### src/rtl/pipeline_mdu.sv
// Iterative multiply/divide unit for the EXE stage.
// Computes MULT/MULTU/DIV/DIVU one bit per cycle and owns the architectural
// HI/LO registers, which are written only when a result is retired.
//
// Handshake: an operation is accepted on a rising edge where
// in_valid && in_ready. A result is retired on a rising edge where
// out_valid && out_allowin && !flush. out_hi/out_lo are stable while
// out_valid is high. flush cancels whatever the unit holds and wins over
// retirement.
module pipeline_mdu #(
    parameter int               WIDTH    = 32,
    parameter logic [WIDTH-1:0] LO_RESET = '0
) (
    input  logic             clk,
    input  logic             reset,
    input  logic             in_valid,
    output logic             in_ready,
    input  logic [1:0]       in_op,
    input  logic [WIDTH-1:0] in_src1,
    input  logic [WIDTH-1:0] in_src2,
    input  logic             flush,
    output logic             out_valid,
    input  logic             out_allowin,
    output logic [WIDTH-1:0] out_hi,
    output logic [WIDTH-1:0] out_lo,
    output logic [WIDTH-1:0] hi_o,
    output logic [WIDTH-1:0] lo_o,
    output logic             busy,
    output logic [1:0]       dbg_state
);

    localparam int CW = $clog2(WIDTH + 1);
    localparam logic [CW-1:0] CNT_INIT = CW'(WIDTH);
    localparam logic [CW-1:0] CNT_ONE  = CW'(1);
    localparam logic [WIDTH-1:0] MIN_NEG = {1'b1, {(WIDTH-1){1'b0}}};

    localparam logic [1:0] S_IDLE = 2'd0;
    localparam logic [1:0] S_CALC = 2'd1;
    localparam logic [1:0] S_FIX  = 2'd2;
    localparam logic [1:0] S_DONE = 2'd3;

    logic [1:0]         state;
    logic [CW-1:0]      cnt;
    logic               is_div;
    logic               neg_res;   // quotient / product must be negated
    logic               neg_rem;   // remainder takes the dividend's sign
    logic               div_zero;
    logic               ovf;
    logic [WIDTH-1:0]   src1_raw;  // original dividend for divide-by-zero
    logic [WIDTH-1:0]   opb;       // multiplicand or divisor magnitude
    logic [2*WIDTH-1:0] acc;       // {hi, lo} working register

    // Operand decode on the accept edge: magnitudes and result signs.
    logic               in_signed;
    logic               s1_neg, s2_neg;
    logic [WIDTH-1:0]   mag1, mag2;

    // One-bit step and sign/special-case fixup.
    logic [WIDTH:0]     mul_sum;
    logic [WIDTH:0]     div_trial;
    logic [2*WIDTH-1:0] calc_next;
    logic [2*WIDTH-1:0] prod;
    logic [WIDTH-1:0]   quo, rem;
    logic [WIDTH-1:0]   fix_hi, fix_lo;

    assign in_ready  = (state == S_IDLE) && !flush;
    assign busy      = (state != S_IDLE);
    assign dbg_state = state;

    // Decode operands into magnitudes for the signed ops.
    always_comb begin
        in_signed = ~in_op[0];
        s1_neg    = in_signed & in_src1[WIDTH-1];
        s2_neg    = in_signed & in_src2[WIDTH-1];
        mag1      = s1_neg ? -in_src1 : in_src1;
        mag2      = s2_neg ? -in_src2 : in_src2;
    end

    // One iteration: shift-add multiply or restoring-division step.
    always_comb begin
        mul_sum   = {1'b0, acc[2*WIDTH-1:WIDTH]} + (acc[0] ? {1'b0, opb} : '0);
        div_trial = acc[2*WIDTH-1:WIDTH-1] - {1'b0, opb};
        if (!is_div)
            calc_next = {mul_sum, acc[WIDTH-1:1]};
        else if (div_trial[WIDTH])
            calc_next = {acc[2*WIDTH-2:0], 1'b0};
        else
            calc_next = {div_trial[WIDTH-1:0], acc[WIDTH-2:0], 1'b1};
    end

    // Apply result signs and the divide special cases.
    always_comb begin
        prod = neg_res ? -acc : acc;
        quo  = neg_res ? -acc[WIDTH-1:0] : acc[WIDTH-1:0];
        rem  = neg_rem ? -acc[2*WIDTH-1:WIDTH] : acc[2*WIDTH-1:WIDTH];
        if (!is_div) begin
            fix_hi = prod[2*WIDTH-1:WIDTH];
            fix_lo = prod[WIDTH-1:0];
        end else if (div_zero) begin
            fix_hi = src1_raw;
            fix_lo = '1;
        end else if (ovf) begin
            fix_hi = '0;
            fix_lo = src1_raw;
        end else begin
            fix_hi = rem;
            fix_lo = quo;
        end
    end

    // Control FSM, datapath registers and HI/LO retirement.
    always_ff @(posedge clk or posedge reset) begin
        if (reset) begin
            state     <= S_IDLE;
            cnt       <= '0;
            is_div    <= 1'b0;
            neg_res   <= 1'b0;
            neg_rem   <= 1'b0;
            div_zero  <= 1'b0;
            ovf       <= 1'b0;
            src1_raw  <= '0;
            opb       <= '0;
            acc       <= '0;
            out_valid <= 1'b0;
            out_hi    <= '0;
            out_lo    <= '0;
            hi_o      <= LO_RESET;
            lo_o      <= LO_RESET;
        end else if (flush && state != S_IDLE) begin
            state     <= S_IDLE;
            out_valid <= 1'b0;
        end else begin
            case (state)
                S_IDLE: begin
                    if (in_valid && !flush) begin
                        is_div   <= in_op[1];
                        neg_res  <= s1_neg ^ s2_neg;
                        neg_rem  <= s1_neg;
                        div_zero <= in_op[1] && (in_src2 == '0);
                        ovf      <= in_op[1] && in_signed &&
                                    (in_src1 == MIN_NEG) && (in_src2 == '1);
                        src1_raw <= in_src1;
                        opb      <= in_op[1] ? mag2 : mag1;
                        acc      <= {{WIDTH{1'b0}}, (in_op[1] ? mag1 : mag2)};
                        cnt      <= CNT_INIT;
                        state    <= S_CALC;
                    end
                end
                S_CALC: begin
                    acc <= calc_next;
                    cnt <= cnt - CNT_ONE;
                    if (cnt == CNT_ONE)
                        state <= S_FIX;
                end
                S_FIX: begin
                    out_hi <= fix_hi;
                    out_lo <= fix_lo;
                    state  <= S_DONE;
                end
                default: begin
                    // First DONE cycle raises out_valid; later cycles wait for retirement.
                    if (!out_valid) begin
                        out_valid <= 1'b1;
                    end else if (out_allowin) begin
                        hi_o      <= out_hi;
                        lo_o      <= out_lo;
                        out_valid <= 1'b0;
                        state     <= S_IDLE;
                    end
                end
            endcase
        end
    end

endmodule

### config.mk
export PLATFORM = sky130hd
export DESIGN_NAME = pipeline_mdu
export DESIGN_NICKNAME = d
export VERILOG_FILES = /design/src/rtl/pipeline_mdu.sv
export SDC_FILE = /design/constraint.sdc
export NUM_CORES = 1
export LEC_CHECK = 0
export ABC_CLOCK_PERIOD_IN_PS = 8650
export BUFFER_PORTS_ARGS = -buffer_cell sky130_fd_sc_hd__buf_2
export CELL_PAD_IN_SITES_DETAIL_PLACEMENT = 0
export CELL_PAD_IN_SITES_GLOBAL_PLACEMENT = 1
export CORE_MARGIN = 1
export CORE_UTILIZATION = 41
export CTS_CLUSTER_SIZE = 24
export DETAILED_ROUTE_END_ITERATION = 7
export GPL_TIMING_DRIVEN = 0
export PLACE_DENSITY = 0.79
export REMOVE_ABC_BUFFERS = 1
export SETUP_SLACK_MARGIN = 0.5
export SYNTH_ARGS = -nofsm -noshare
export SYNTH_HDL_FRONTEND = slang
export SYNTH_SLANG_ARGS = --single-unit
### constraint.sdc
create_clock -name clk -period 8.65 [get_ports clk]
set_input_delay 1.2975 -clock clk [delete_from_list [all_inputs] [get_ports clk]]
set_output_delay 1.2975 -clock clk [all_outputs]
set_load 0.01 [all_outputs]
Word-level counts from Yosys, hierarchy flattened
Cells that the tools add are included.
Widths: inputs -> output; s select.

storage, ports and cells
  input bits = 71
  word-level logic and storage cells = 88
  output and inout port bits = 133
  flip-flop bits (word level) = 270

cells by class
  $add $sub $neg = 8
  eq/ne operators = 9
  reductions and logical operators = 20
  muxes and demuxes = 30
  bitwise gates (word level) = 6

operators with widths
  cell                  number
  $mux 32               13
  $mux 64               4
  $neg 32->32           4
  $pmux 64 s2           1
  $eq 32x32->1 const B  2
  $neg 64->64           1
  $add 32x32->33        1
  $sub 33x32->33        1
  $logic_not 32->1      1
  $pmux 6 s2            1
  $mux 2                5
  $reduce_bool 5->1     2
  $reduce_and 4->1      2
  $logic_and 1x1->1     7
  $eq 6x1->1 const B    1
  $mux 6                1
  $pmux 2 s3            1
  $reduce_and 3->1      2
  $sub 6x1->6 const B   1
  $mux 1                4
  $ne 2x1->1 const B    2
  $reduce_bool 2->1     2
  $ne 3x1->1 const B    1
  $ne 3x3->1 const B    1
  other kinds (9)       12

Longest topological paths before layout
  depth in word-level cells = 6
  mapped depth = 14
  depth with buffers taken out = 13

Worst setup path after synthesis
No wires, ideal clock.

  path type = input to register
  start point = input in_src1[10]
  end point = register acc[29]
  library setup time = 0.083 ns
  buffers on the path = 1
  setup slack = 5.029 ns
  stages = 10
  required time = 8.567 ns
  arrival time = 3.539 ns
  cells stage by stage = or4_1 > nor4_1 > and3_1 > clkbuf_1 > nand3_1 > o41ai_1 > xor2_1 > a211oi_1 > a21oi_1 > o21ai_0

on the way
  cells in the longest elaborated chain, start to end = 5

ends and longest elaborated chain
  element               RTL line  RTL
  start, declared       19        input logic [WIDTH-1:0] in_src1,
  $neg 32->32           75        mag1 = s1_neg ? -in_src1 : in_src1;
  $mux 32               75
  $mux 32               144       acc <= {{WIDTH{1'b0}}, (in_op[1] ? mag1 : mag2)};
  $mux 64               135       if (in_valid && !flush) begin
  $pmux 64 s2           133       case (state)
  end signal, assigned  144
  end signal, assigned  150       acc <= calc_next;
  end, declared         51        logic [2*WIDTH-1:0] acc;

Every way passes these cells. The select of a mux whose other input is x is not followed.
A chain may end at the register's enable or synchronous reset.

Final worst setup path
  start point = register acc[0]
  end point = register acc[63]

on the way
  cells in the longest elaborated chain, start to end = 4

ends and longest elaborated chain
  element         RTL line  RTL
  $mux 32         81        mul_sum = {1'b0, acc[2*WIDTH-1:WIDTH]} + (acc[0] ? {1'b0, opb} : '0);
  $add 32x32->33  81
  $mux 64         83        if (!is_div)
  $pmux 64 s2     133

Every way passes these cells.

==> impl_metrics.env <==
export IMPL_hold_path_depth=1
export IMPL_drive_gt1_frac=0.163
export IMPL_ios=204
export IMPL_syn_area_per_cell_um2=8.34
export IMPL_cts_inserted_buffers=31
export IMPL_tightest_slew_ns=1.39
export IMPL_cp_data_required_time_ns=9.12
export IMPL_run_status="finished with violations"
export IMPL_antenna_cells=0
export IMPL_areaGrowthSynthToFinish_pct=13.2
export IMPL_clock_sinks=270
export IMPL_die_h_um=219
export IMPL_finClkSkew_ns=0.0235
export IMPL_reg2regPathDepth=12
export IMPL_clk_path_buf_depth=3
export IMPL_fp_dieArea_mm2=0.0480
export IMPL_htreeDepth=1
export IMPL_drtAntennaViolNets=0
export IMPL_via_per_inst=5.84
export IMPL_grt_pass1_wl_um=99000
export IMPL_power_frac_seq=0.299
export IMPL_synth_edff_count=0
export IMPL_crit_fanout=32
export IMPL_ff_latch_area_mm2=0.00676
export IMPL_vias=17700
export IMPL_fp_dieW_um=219
export IMPL_max_freq_mhz=183
export IMPL_avgRoutedWirePerCell_um=21.4
export IMPL_cts_hold_buf=0
export IMPL_async_flop_share=1.00
export IMPL_ys_types=73
export IMPL_synthAdderAreaFrac=0.0506
export IMPL_cts_root_buf="clkbuf_16"
export IMPL_r2r_end="acc[63]"
export IMPL_tritoncts="built"
export IMPL_endpoint_kind="flop"
export IMPL_critical_path_class="reg2reg"
export IMPL_multi_input_area_mm2=0.0117
export IMPL_muxShareOfSynthArea=0.0702
export IMPL_power_leakage_uw=0.00971
export IMPL_initial_core_util=0.415
export IMPL_powerDensity_mw_per_mm2=399
export IMPL_sw_frac_of_total=0.475
export IMPL_violations="DRC"
export IMPL_setup_tns_ns=0
export IMPL_synth_seq_area_share=0.350
export IMPL_comb_power_share=0.553
export IMPL_coreArea_mm2=0.0466
export IMPL_crit_chain="inv_1 > nor2_1 > ha_1 > nor2b_1 > o31a_1 > o311ai_0 > o21ai_0 > a221oi_1 > o31ai_1 > a21oi_1 > a2bb2oi_1 > a31oi_1"
export IMPL_grt_setup_unrepaired="false"
export IMPL_fin_area_mm2=0.0219
export IMPL_cts_resized=0
export IMPL_max_stage_delay_ns=0.95
export IMPL_antenna_found_initial=2
export IMPL_rows=79
export IMPL_vdd_ir_drop_max_v=0.000232
export IMPL_crit_buf_inv=1
export IMPL_grt_remaining_overflow=0
export IMPL_drt_iter0_drc=1585
export IMPL_nets=2553
export IMPL_synthSimpleGateAreaFrac=0.162
export IMPL_clkTransAtPathRegs_ns=0.06
export IMPL_setup_viol=0
export IMPL_synthTopCellsByArea="dfrtp_1 (35%), xnor2_1 (6.4%), nand2_1 (6.3%)"
export IMPL_hp_start="cnt[4]"
export IMPL_first_pass_iters=8
export IMPL_track_usage=0.268
export IMPL_wirelength_um=65000
export IMPL_timing_reg2reg_setup_slack_ns=3.18
export IMPL_synth_xor_area_frac=0.0916
export IMPL_grt_pass1_vias=16500
export IMPL_numPortBuffers=203
export IMPL_drc_errors=1
export IMPL_netlist_area_leader_share=0.350
export IMPL_cap_violations=0
export IMPL_clockPowerShare=0.147
export IMPL_netSwitchingPower_uw=4150
export IMPL_whs_endpoint="cnt[4]"
export IMPL_post_route_period_util=0.633
export IMPL_fillers=4545
export IMPL_drv_slew=0
export IMPL_cpLargestDelayFamily="compound AO/OA/AOI/OAI gates"
export IMPL_intPower_uw=4580
export IMPL_gp_congestion=0.953
export IMPL_yosysTopAreaCell="dfrtp_1"
export IMPL_crit_slowest_cell="inv_1"
export IMPL_ys_warnings_count=0
export IMPL_syn_cell_area_mm2=0.0193
export IMPL_synth_top_family_by_area="compound AO/OA/AOI/OAI gates"
export IMPL_arrival_ns=5.94
export IMPL_timing_final_ws_setup_ns=3.18
export IMPL_cts_setup_buffers=0
export IMPL_holdWs_ns=0.478
export IMPL_grt_max_degree=135
export IMPL_synth_compound_area_share=0.228
export IMPL_worstSetupStartpointType="flop"
export IMPL_place_ws_ns=3.26
export IMPL_finalHoldViolCount=0
export IMPL_postSynthCellCount=2317
export IMPL_hpwl_um=49400
export IMPL_ys_seq_elements=270
export IMPL_r2r_start="acc[0]"
export IMPL_slew_limit_headroom=0.0707
export IMPL_synthFlopType="dfrtp_1"
export IMPL_period_minus_slack_ns=5.47
export IMPL_clock_latency_ns=0.61
export IMPL_holdCritPathClass="reg2reg"
export IMPL_placed_area_mm2=0.0209
[flip-flops by register name, summed over array words and instances (netlist names), 6 cells and up]
name and count:
acc 64, out_hi 32, hi_o 32, out_lo 32, src1_raw 32, lo_o 32
cnt 6, opb 32
[final cells by class]
| type | count | share of cell area |
|---|---|---|
| timing repair buffer | 221 | 0.0637 |
| clock inverter | 15 | 0.00652 |
| clock buffer | 40 | 0.0379 |
| tap | 607 | 0.0347 |
| inverter | 76 | 0.0134 |
| sequential | 270 | 0.309 |
| multi-input combinational | 1805 | 0.535 |
[layer usage]
metal,up-vias,part of all wire,global-route usage
li1,8477,-,-
met1,8616,0.46,0.378
met2,531,0.44,0.411
met3,106,0.055,0.0326
met4,0,0.046,0.116
met5,-,0,0
[per-stage QoR]
step                      utilization  std cells  total power, uW
after floorplan                     -       2151             5770
after global placement          0.439       2961             7280
after detailed placement        0.449       2979             7410
after CTS                       0.470       3034             8720
after global routing            0.470       3034             9400
final                           0.470       3034             8730
[Yosys cell counts, types with 11 or more instances]
library cell and count:
o31ai_1 47, inv_1 74, or3_1 16, nor4_1 15, o41ai_1 15, nand2_1 322, a31oi_1 44, dfrtp_1 270
buf_1 12, o21ai_1 26, nand2b_1 12, xnor2_1 142, a21oi_1 137, o21ai_0 229, or4_1 23, nand4_1 19
nor2_1 193, a22oi_1 18, ha_1 75, nor2b_1 18, mux2_2 92, a221oi_1 11, o211ai_1 14, nand3_1 27
a211oi_1 45, nor3_1 25, xor2_1 60, o21a_1 11, a21o_1 17, clkbuf_1 149, mux2i_1 32, a221o_1 18
[cells by family after synthesis]
group / count (synthesis)
buf+inv: 242
xor+xnor: 202
simple gates: 706
mux: 124
flops: 270
fa+ha+maj: 77
compound gates: 696
[placed cells by master, fill, tap and decap left out, types with 7 or more instances in the layout]
master,Yosys,routed
a211oi_1,45,45
a21o_1,17,17
a21oi_1,137,137
a221o_1,18,18
a221oi_1,11,11
a22oi_1,18,18
a31oi_1,44,44
and3_1,9,9
buf_2,3,202
clkbuf_1,149,7
clkbuf_16,0,31
dfrtp_1,270,267
ha_1,75,74
inv_1,74,73
mux2_2,92,92
mux2i_1,32,32
nand2_1,322,321
nand2b_1,12,12
nand3_1,27,26
nand4_1,19,19
nor2_1,193,189
nor2b_1,18,18
nor3_1,25,25
nor4_1,15,15
o211ai_1,14,14
o21a_1,11,11
o21ai_0,229,229
o21ai_1,26,26
o21bai_1,9,9
o221ai_1,7,7
o31ai_1,47,47
o41ai_1,15,15
or3_1,16,16
or4_1,23,23
xnor2_1,142,141
xor2_1,60,60
[power by group through the flow]
stage          clock (uW)  combinational [uW]  sequential, uW
6_report             1290                4830            2610
5_1_grt              1360                5360            2670
4_1_cts              1310                4820            2590
3_5_place_dp            0                4790            2610
3_3_place_gp            0                4630            2660
2_1_floorplan           0                3360            2410
[worst max path at each step]
stage / from / end / slack [ns] / cells past startpoint
2_1_floorplan: reset / acc[0] / -0.09 / 1
3_3_place_gp: reset / acc[51] / -3.34 / 2
3_5_place_dp: acc[0] / acc[63] / 3.26 / 12
4_1_cts: acc[0] / acc[63] / 3.23 / 12
5_1_grt: acc[0] / acc[63] / 2.90 / 12
6_report: acc[0] / acc[63] / 3.18 / 12
[worst reg2reg max path, stage by stage (launching register included)]
cell	delay, ns
dfrtp_1	0.54
inv_1	0.95
nor2_1	0.12
ha_1	0.38
nor2b_1	0.16
o31a_1	0.28
o311ai_0	0.81
o21ai_0	0.48
a221oi_1	0.78
o31ai_1	0.28
a21oi_1	0.30
a2bb2oi_1	0.20
a31oi_1	0.05
Note: power is estimated with default switching activity, not from simulation.
